$ cat src/rtl/fifo_arb_pkg.sv
// Shared types and helpers for the round-robin FIFO write arbiter.
package fifo_arb_pkg;

  typedef enum logic [1:0] {
    IDLE  = 2'd0,
    WRITE = 2'd1,
    STALL = 2'd2
  } arb_state_e;

  localparam int STATS_W = 16;
  // Index width sized for the largest supported requester count (8).
  localparam int IDX_W = 3;

  function automatic logic [IDX_W-1:0] rr_next(input logic [IDX_W-1:0] idx, input int n);
    if (int'(idx) >= n - 1) return '0;
    return idx + IDX_W'(1);
  endfunction

endpackage

$ cat src/rtl/fifo_wr_arbiter_rr_pick.sv
// Combinational rotate-priority picker: first set bit of elig at or after ptr, wrapping.
module rr_pick
  import fifo_arb_pkg::*;
#(
  parameter int N = 4
) (
  input  logic [N-1:0]     elig,
  input  logic [IDX_W-1:0] ptr,
  output logic [N-1:0]     gnt_oh,
  output logic [IDX_W-1:0] idx,
  output logic             valid
);

  // First pass covers indices at/after the pointer, second pass wraps to the low ones.
  always_comb begin
    gnt_oh = '0;
    idx    = '0;
    valid  = 1'b0;
    for (int i = 0; i < N; i++) begin
      if (!valid && elig[i] && (i >= int'(ptr))) begin
        valid     = 1'b1;
        gnt_oh[i] = 1'b1;
        idx       = IDX_W'(i);
      end
    end
    for (int i = 0; i < N; i++) begin
      if (!valid && elig[i]) begin
        valid     = 1'b1;
        gnt_oh[i] = 1'b1;
        idx       = IDX_W'(i);
      end
    end
  end

endmodule

$ cat src/rtl/fifo_wr_arbiter.sv
// Round-robin arbiter sharing one FIFO write port among NUM_REQ req/gnt producers.
// Define FIFO_ARB_STATS_EN to add the wr_count / stall_count statistics outputs.
module fifo_wr_arbiter
  import fifo_arb_pkg::*;
#(
  parameter int NUM_REQ    = 4,
  parameter int DATA_WIDTH = 16
) (
  input  logic                          clk,
  input  logic                          rst_n,
  input  logic [NUM_REQ-1:0]            req,
  input  logic [NUM_REQ*DATA_WIDTH-1:0] req_data,
  output logic [NUM_REQ-1:0]            gnt,
  output logic                          fifo_wr_en,
  output logic [DATA_WIDTH-1:0]         fifo_din,
  input  logic                          fifo_full,
  input  logic                          fifo_almostfull,
  input  logic                          fifo_wr_ack,
  input  logic                          fifo_overflow,
  output logic                          arb_err,
  output arb_state_e                    dbg_state
`ifdef FIFO_ARB_STATS_EN
  ,
  output logic [STATS_W-1:0]            wr_count,
  output logic [STATS_W-1:0]            stall_count
`endif
);

  // Handshake: a producer holds req[i] and its data slice until the cycle gnt[i]=1;
  // that cycle the data is on fifo_din with fifo_wr_en=1 and the producer may move on.

  arb_state_e             state;
  arb_state_e             state_nxt;
  logic [IDX_W-1:0]       ptr;
  logic [NUM_REQ-1:0]     elig;
  logic [NUM_REQ-1:0]     pick_oh;
  logic [IDX_W-1:0]       pick_idx;
  logic                   pick_valid;
  logic                   stall;
  logic                   wr_pend;
  logic [DATA_WIDTH-1:0]  pick_data;

  // The requester being granted right now is masked so a held req is not served twice.
  assign elig  = req & ~gnt;
  assign stall = fifo_full | (fifo_almostfull & fifo_wr_en);

  rr_pick #(.N(NUM_REQ)) u_pick (
    .elig   (elig),
    .ptr    (ptr),
    .gnt_oh (pick_oh),
    .idx    (pick_idx),
    .valid  (pick_valid)
  );

  always_comb begin
    pick_data = '0;
    for (int i = 0; i < NUM_REQ; i++) begin
      if (pick_oh[i]) pick_data = req_data[i*DATA_WIDTH +: DATA_WIDTH];
    end
  end

  always_ff @(posedge clk or negedge rst_n) begin
    if (!rst_n) state <= IDLE;
    else        state <= state_nxt;
  end

  always_comb begin
    state_nxt = IDLE;
    if (pick_valid) state_nxt = stall ? STALL : WRITE;
  end

  always_comb begin
    fifo_wr_en = (state == WRITE);
    dbg_state  = state;
  end

  always_ff @(posedge clk or negedge rst_n) begin
    if (!rst_n) begin
      gnt      <= '0;
      fifo_din <= '0;
      ptr      <= '0;
    end else if (state_nxt == WRITE) begin
      gnt      <= pick_oh;
      fifo_din <= pick_data;
      ptr      <= rr_next(pick_idx, NUM_REQ);
    end else begin
      gnt      <= '0;
    end
  end

  // wr_pend remembers last cycle's write so this cycle's wr_ack can be checked.
  always_ff @(posedge clk or negedge rst_n) begin
    if (!rst_n) begin
      wr_pend <= 1'b0;
      arb_err <= 1'b0;
    end else begin
      wr_pend <= fifo_wr_en;
      if (fifo_overflow || (wr_pend && !fifo_wr_ack)) arb_err <= 1'b1;
    end
  end

`ifdef FIFO_ARB_STATS_EN
  always_ff @(posedge clk or negedge rst_n) begin
    if (!rst_n) begin
      wr_count    <= '0;
      stall_count <= '0;
    end else begin
      if (fifo_wr_en) wr_count <= wr_count + STATS_W'(1);
      if ((state == STALL) && (stall_count != '1)) stall_count <= stall_count + STATS_W'(1);
    end
  end
`endif

endmodule

$ cat config.mk
export PLATFORM = sky130hd
export DESIGN_NAME = fifo_wr_arbiter
export DESIGN_NICKNAME = d
export VERILOG_FILES = /design/src/rtl/fifo_arb_pkg.sv /design/src/rtl/fifo_wr_arbiter_rr_pick.sv /design/src/rtl/fifo_wr_arbiter.sv
export SDC_FILE = /design/constraint.sdc
export NUM_CORES = 1
export LEC_CHECK = 0
export CAP_MARGIN = 20
export CELL_PAD_IN_SITES_DETAIL_PLACEMENT = 2
export CELL_PAD_IN_SITES_GLOBAL_PLACEMENT = 2
export CORE_UTILIZATION = 19
export CTS_CLUSTER_DIAMETER = 40
export DETAILED_ROUTE_END_ITERATION = 7
export PLACE_DENSITY_LB_ADDON = 0.2
export SLEW_MARGIN = 0
export SYNTH_ARGS = -nofsm -noshare
export SYNTH_HDL_FRONTEND = slang
export SYNTH_SLANG_ARGS = --single-unit
export TNS_END_PERCENT = 100
$ cat constraint.sdc
create_clock -name clk -period 1.7 [get_ports clk]
set_clock_uncertainty 0.05 [all_clocks]
set_input_delay 0.425 -clock clk [delete_from_list [all_inputs] [get_ports clk]]
set_output_delay 0.425 -clock clk [all_outputs]
set_load 0.05 [all_outputs]
==> PnR_summary.wiki <==
{| class="wikitable"
! Metric !! Value
|-
| Run status || complete, but fails checks
|-
| Violations in the final reports || setup timing
|-
| Setup WS post-layout || -0.0983 ns
|-
| Relative contribution of the clock network to total power || under 10%
|-
| Area contributors post-synth || dfrtp_1, a22oi_1, o31ai_1, a221oi_1, buf_6
|-
| Detail Route met2 WL || 3870 um
|-
| Floorplan Core Area || 0.00789 mm^2
|-
| Power share of the combinational group || between 70% and 80%
|-
| Site row count || 32
|-
| Part of the total power dissipated in sequential elements || around 20%
|-
| Max Transition Viols Final || 0
|-
| Detailed-route wire length per cell || 19.0 um
|-
| Final hold violation count || 0
|-
| Worst hold path type || input port to async pin
|-
| Die boundary height || slightly above 90 um
|-
| Die ar. || about 0.0087 mm^2
|-
| Area growth from synthesis to layout || 121%
|-
| Level count of the clock H-tree || 1
|-
| Hold buffer count at CTS || 0
|-
| Maximum number of pins on one net before global-route repair || 27
|-
| Antenna violations before repair || 0
|-
| Die Wd || 93.2 um
|-
| Most used cells in the layout excluding fill and tap cells || clkdlybuf4s50_1, buf_12, buf_4, dfrtp_1, a22oi_1
|-
| Clock slew at the register clock pins of the worst setup and hold paths || 0.11 ns
|-
| Max-slew headroom at the worst pin || 75.6%
|-
| Crit path kind || register to register
|-
| Post-synthesis async set-or-reset flop share || 100%
|-
| Initial cell density of the core || between 20 and 25%
|-
| Share of layout cells above drive strength 1 || 42.7%
|-
| Post-Place Worst Slack || -0.925 ns
|-
| Maximum fanout along the worst path || 15
|-
| Number of input and output port buffers inserted || 97
|-
| Total negative setup slack || -0.701 ns
|-
| Gr ovfl total || 0
|-
| Met3 wire len || 377 um
|-
| Psw || 0.00236 W
|-
| First-pass DRT Iterations || 4
|-
| Via count || ~1800
|-
| Worst-skew pair later-pin latency || around 0.29 ns
|-
| Via count of the first global-routing pass || ~2100
|-
| Flip-flop and latch count after synthesis || 26
|-
| Antenna diode count || 0
|-
| First-pass GRT wire length || about 11000 um
|-
| Startpoint type of the worst setup path || register
|-
| Cell count after synthesis || 148
|-
| Endpoint kind of the worst setup timing path || register
|-
| Critical Path AT || 1.94 ns
|-
| Max-cap violations || 0
|-
| Synthesized cell area || approximately 0.0016 mm^2
|-
| Peak supply drop || approximately 0.0007 V
|-
| Via density per instance || 4.70
|-
| Fmax || ~0.56 GHz
|-
| Clock Path Buffers || 2
|-
| Portion of the post-synthesis area used by sequential elements || between 40 and 50%
|-
| Clock sink total || 26
|-
| TritonCTS Buffers || 3
|-
| # IOs || 98
|-
| Share of the clock period used by the worst path after layout || 106%
|-
| Final #Nets || approximately 360
|-
| Setup repair after global routing missed its margin || yes
|-
| Period minus WS final || ~1.8 ns
|-
| Clock root cell || clkbuf_8
|-
| Static leakage || 1.41 nW
|-
| Count of flip-flops with a built-in enable after synthesis || 0
|-
| Final HPWL DP || 5180 um
|-
| Top Layer Used || met4
|-
| CTS tree || built
|-
| Synth Flop Type || dfrtp_1
|-
| Total routed wirelength || about 7200 um
|-
| Commonest non-fill, non-tap cell in the layout || clkdlybuf4s50_1
|-
| Share of the synthesized area in the top cell type || 41.2%
|-
| Number of distinct standard cells referenced by the synthesized netlist || 39
|-
| Areal power density over the cells || 1550 mW/mm^2
|-
| Overall fraction of global-route tracks in use || roughly 17%
|-
| Final GP Congestion || approximately 0.73
|-
| Count of final setup violators || 19
|-
| Syn nets || 223
|-
| Internal power of the cells || about 0.0031 W
|-
| Worst Path Required || around 1.8 ns
|-
| Largest area contributor in the synthesized netlist || dfrtp_1
|-
| Synthesis warning total || 0
|-
| Average size of a mapped cell || between 10 and 15 um^2
|-
| Final routed DRC violation total || 0
|-
| Actual transition at the worst max-transition pin || ~0.37 ns
|-
| Met1 routed wirelength after detailed routing || ~2900 um
|-
| Number of DRC violations after detailed-routing iteration 0 || 27
|-
| Switching power as a share of total power || 43.5%
|-
| Count of antenna-violating nets left after detailed routing || 0
|}
[synth_stat cells (2+ instances only)]
library cell and count:
a221oi_1 12, nor2_1 17, and2_1 2, nand2b_2 2, a21o_1 2, nand2b_4 2, o21ai_0 2, inv_1 3
nand2_1 8, nand3_1 3, o31ai_1 14, a2bb2oi_1 3, a22oi_1 17, and2b_1 2, o211ai_1 3, a21oi_1 3
buf_6 6, dfrtp_1 26
[kinds of logic (layout without fill, tap and decap cells)]
kind of cell | Yosys count | count (layout) | share of synthesized area, %
compound gates | 66 | 66 | 36.4
fa+ha+maj | 1 | 1 | 0.792
buf+inv | 13 | 143 | 6.73
flops | 26 | 26 | 41.2
simple gates | 42 | 43 | 14.9
[timing repair]
action                                  CTS  global route
gates resized for setup                  25            18
endpoints found under the hold margin     0             0
gates cloned                              1             1
endpoints found under the setup margin   20            20
pin swaps                                11             2
setup buffers                             6             2
[worst paths after layout]
path	startpoint	to	slack, ns	depth (start not counted)
worst max-delay path	gnt[0]	fifo_din[10]	-0.1	6
worst min-delay path	rst_n	gnt[1]	0.46	2
max in group asynchronous	rst_n	dbg_state[1]	0.83	2
worst max register to register	gnt[0]	fifo_din[10]	-0.1	6
worst min register to register	wr_pend	arb_err	0.47	2
min in group clk	wr_pend	arb_err	0.47	2
[worst max-delay path: stages, from the launching register on]
cell	delay, ns
dfrtp_2	0.43
or3b_4	0.41
buf_6	0.13
o32ai_4	0.11
buf_12	0.20
a221oi_1	0.11
o31ai_1	0.27
[final cells by class]
| class | instances | area, um^2 |
|---|---|---|
| fillers | 793 | 4400 |
| clock buffers | 4 | 55.1 |
| repair buffers | 135 | 1620 |
| well taps | 102 | 128 |
| multi-input cells | 110 | 1020 |
| inverters | 4 | 15.0 |
| flip-flops and latches | 26 | 658 |
[flip-flops by register name (all words and copies together) (netlist names)]
signal / cells
arb_err: 1
fifo_din: 16
dbg_state: 2
wr_pend: 1
ptr: 2
gnt: 4
[per-layer routing]
layer,global-route usage [%],vias to the layer above
met4,3.85,0
li1,-,847
met2,31.3,54
met3,3.98,5
met5,0,-
met1,19.9,885
[power groups by stage]
stage               Combinational, W  Sequential [W]  Clock, W
detailed placement           0.00340         0.00110         0
CTS                          0.00376         0.00109  0.000445
finish                       0.00390         0.00109  0.000433
global placement             0.00335         0.00109         0
floorplan                    0.00110         0.00168         0
global route                 0.00410         0.00111  0.000458
[metrics by stage]
stage / hold slack [ns] / instance area (um^2) / cells / total power (W) / util, %
final: 0.464 / 3490 / 381 / 0.00542 / 44.3
after CTS: 0.480 / 3400 / 378 / 0.00530 / 43.1
after global placement: 0.448 / 3150 / 367 / 0.00443 / 40.0
after detailed placement: 0.466 / 3150 / 367 / 0.00450 / 40.0
after global routing: 0.503 / 3490 / 381 / 0.00567 / 44.3
after floorplan: 0.0794 / 1650 / 148 / 0.00278 / -
Power figures use the tool's default switching activity.
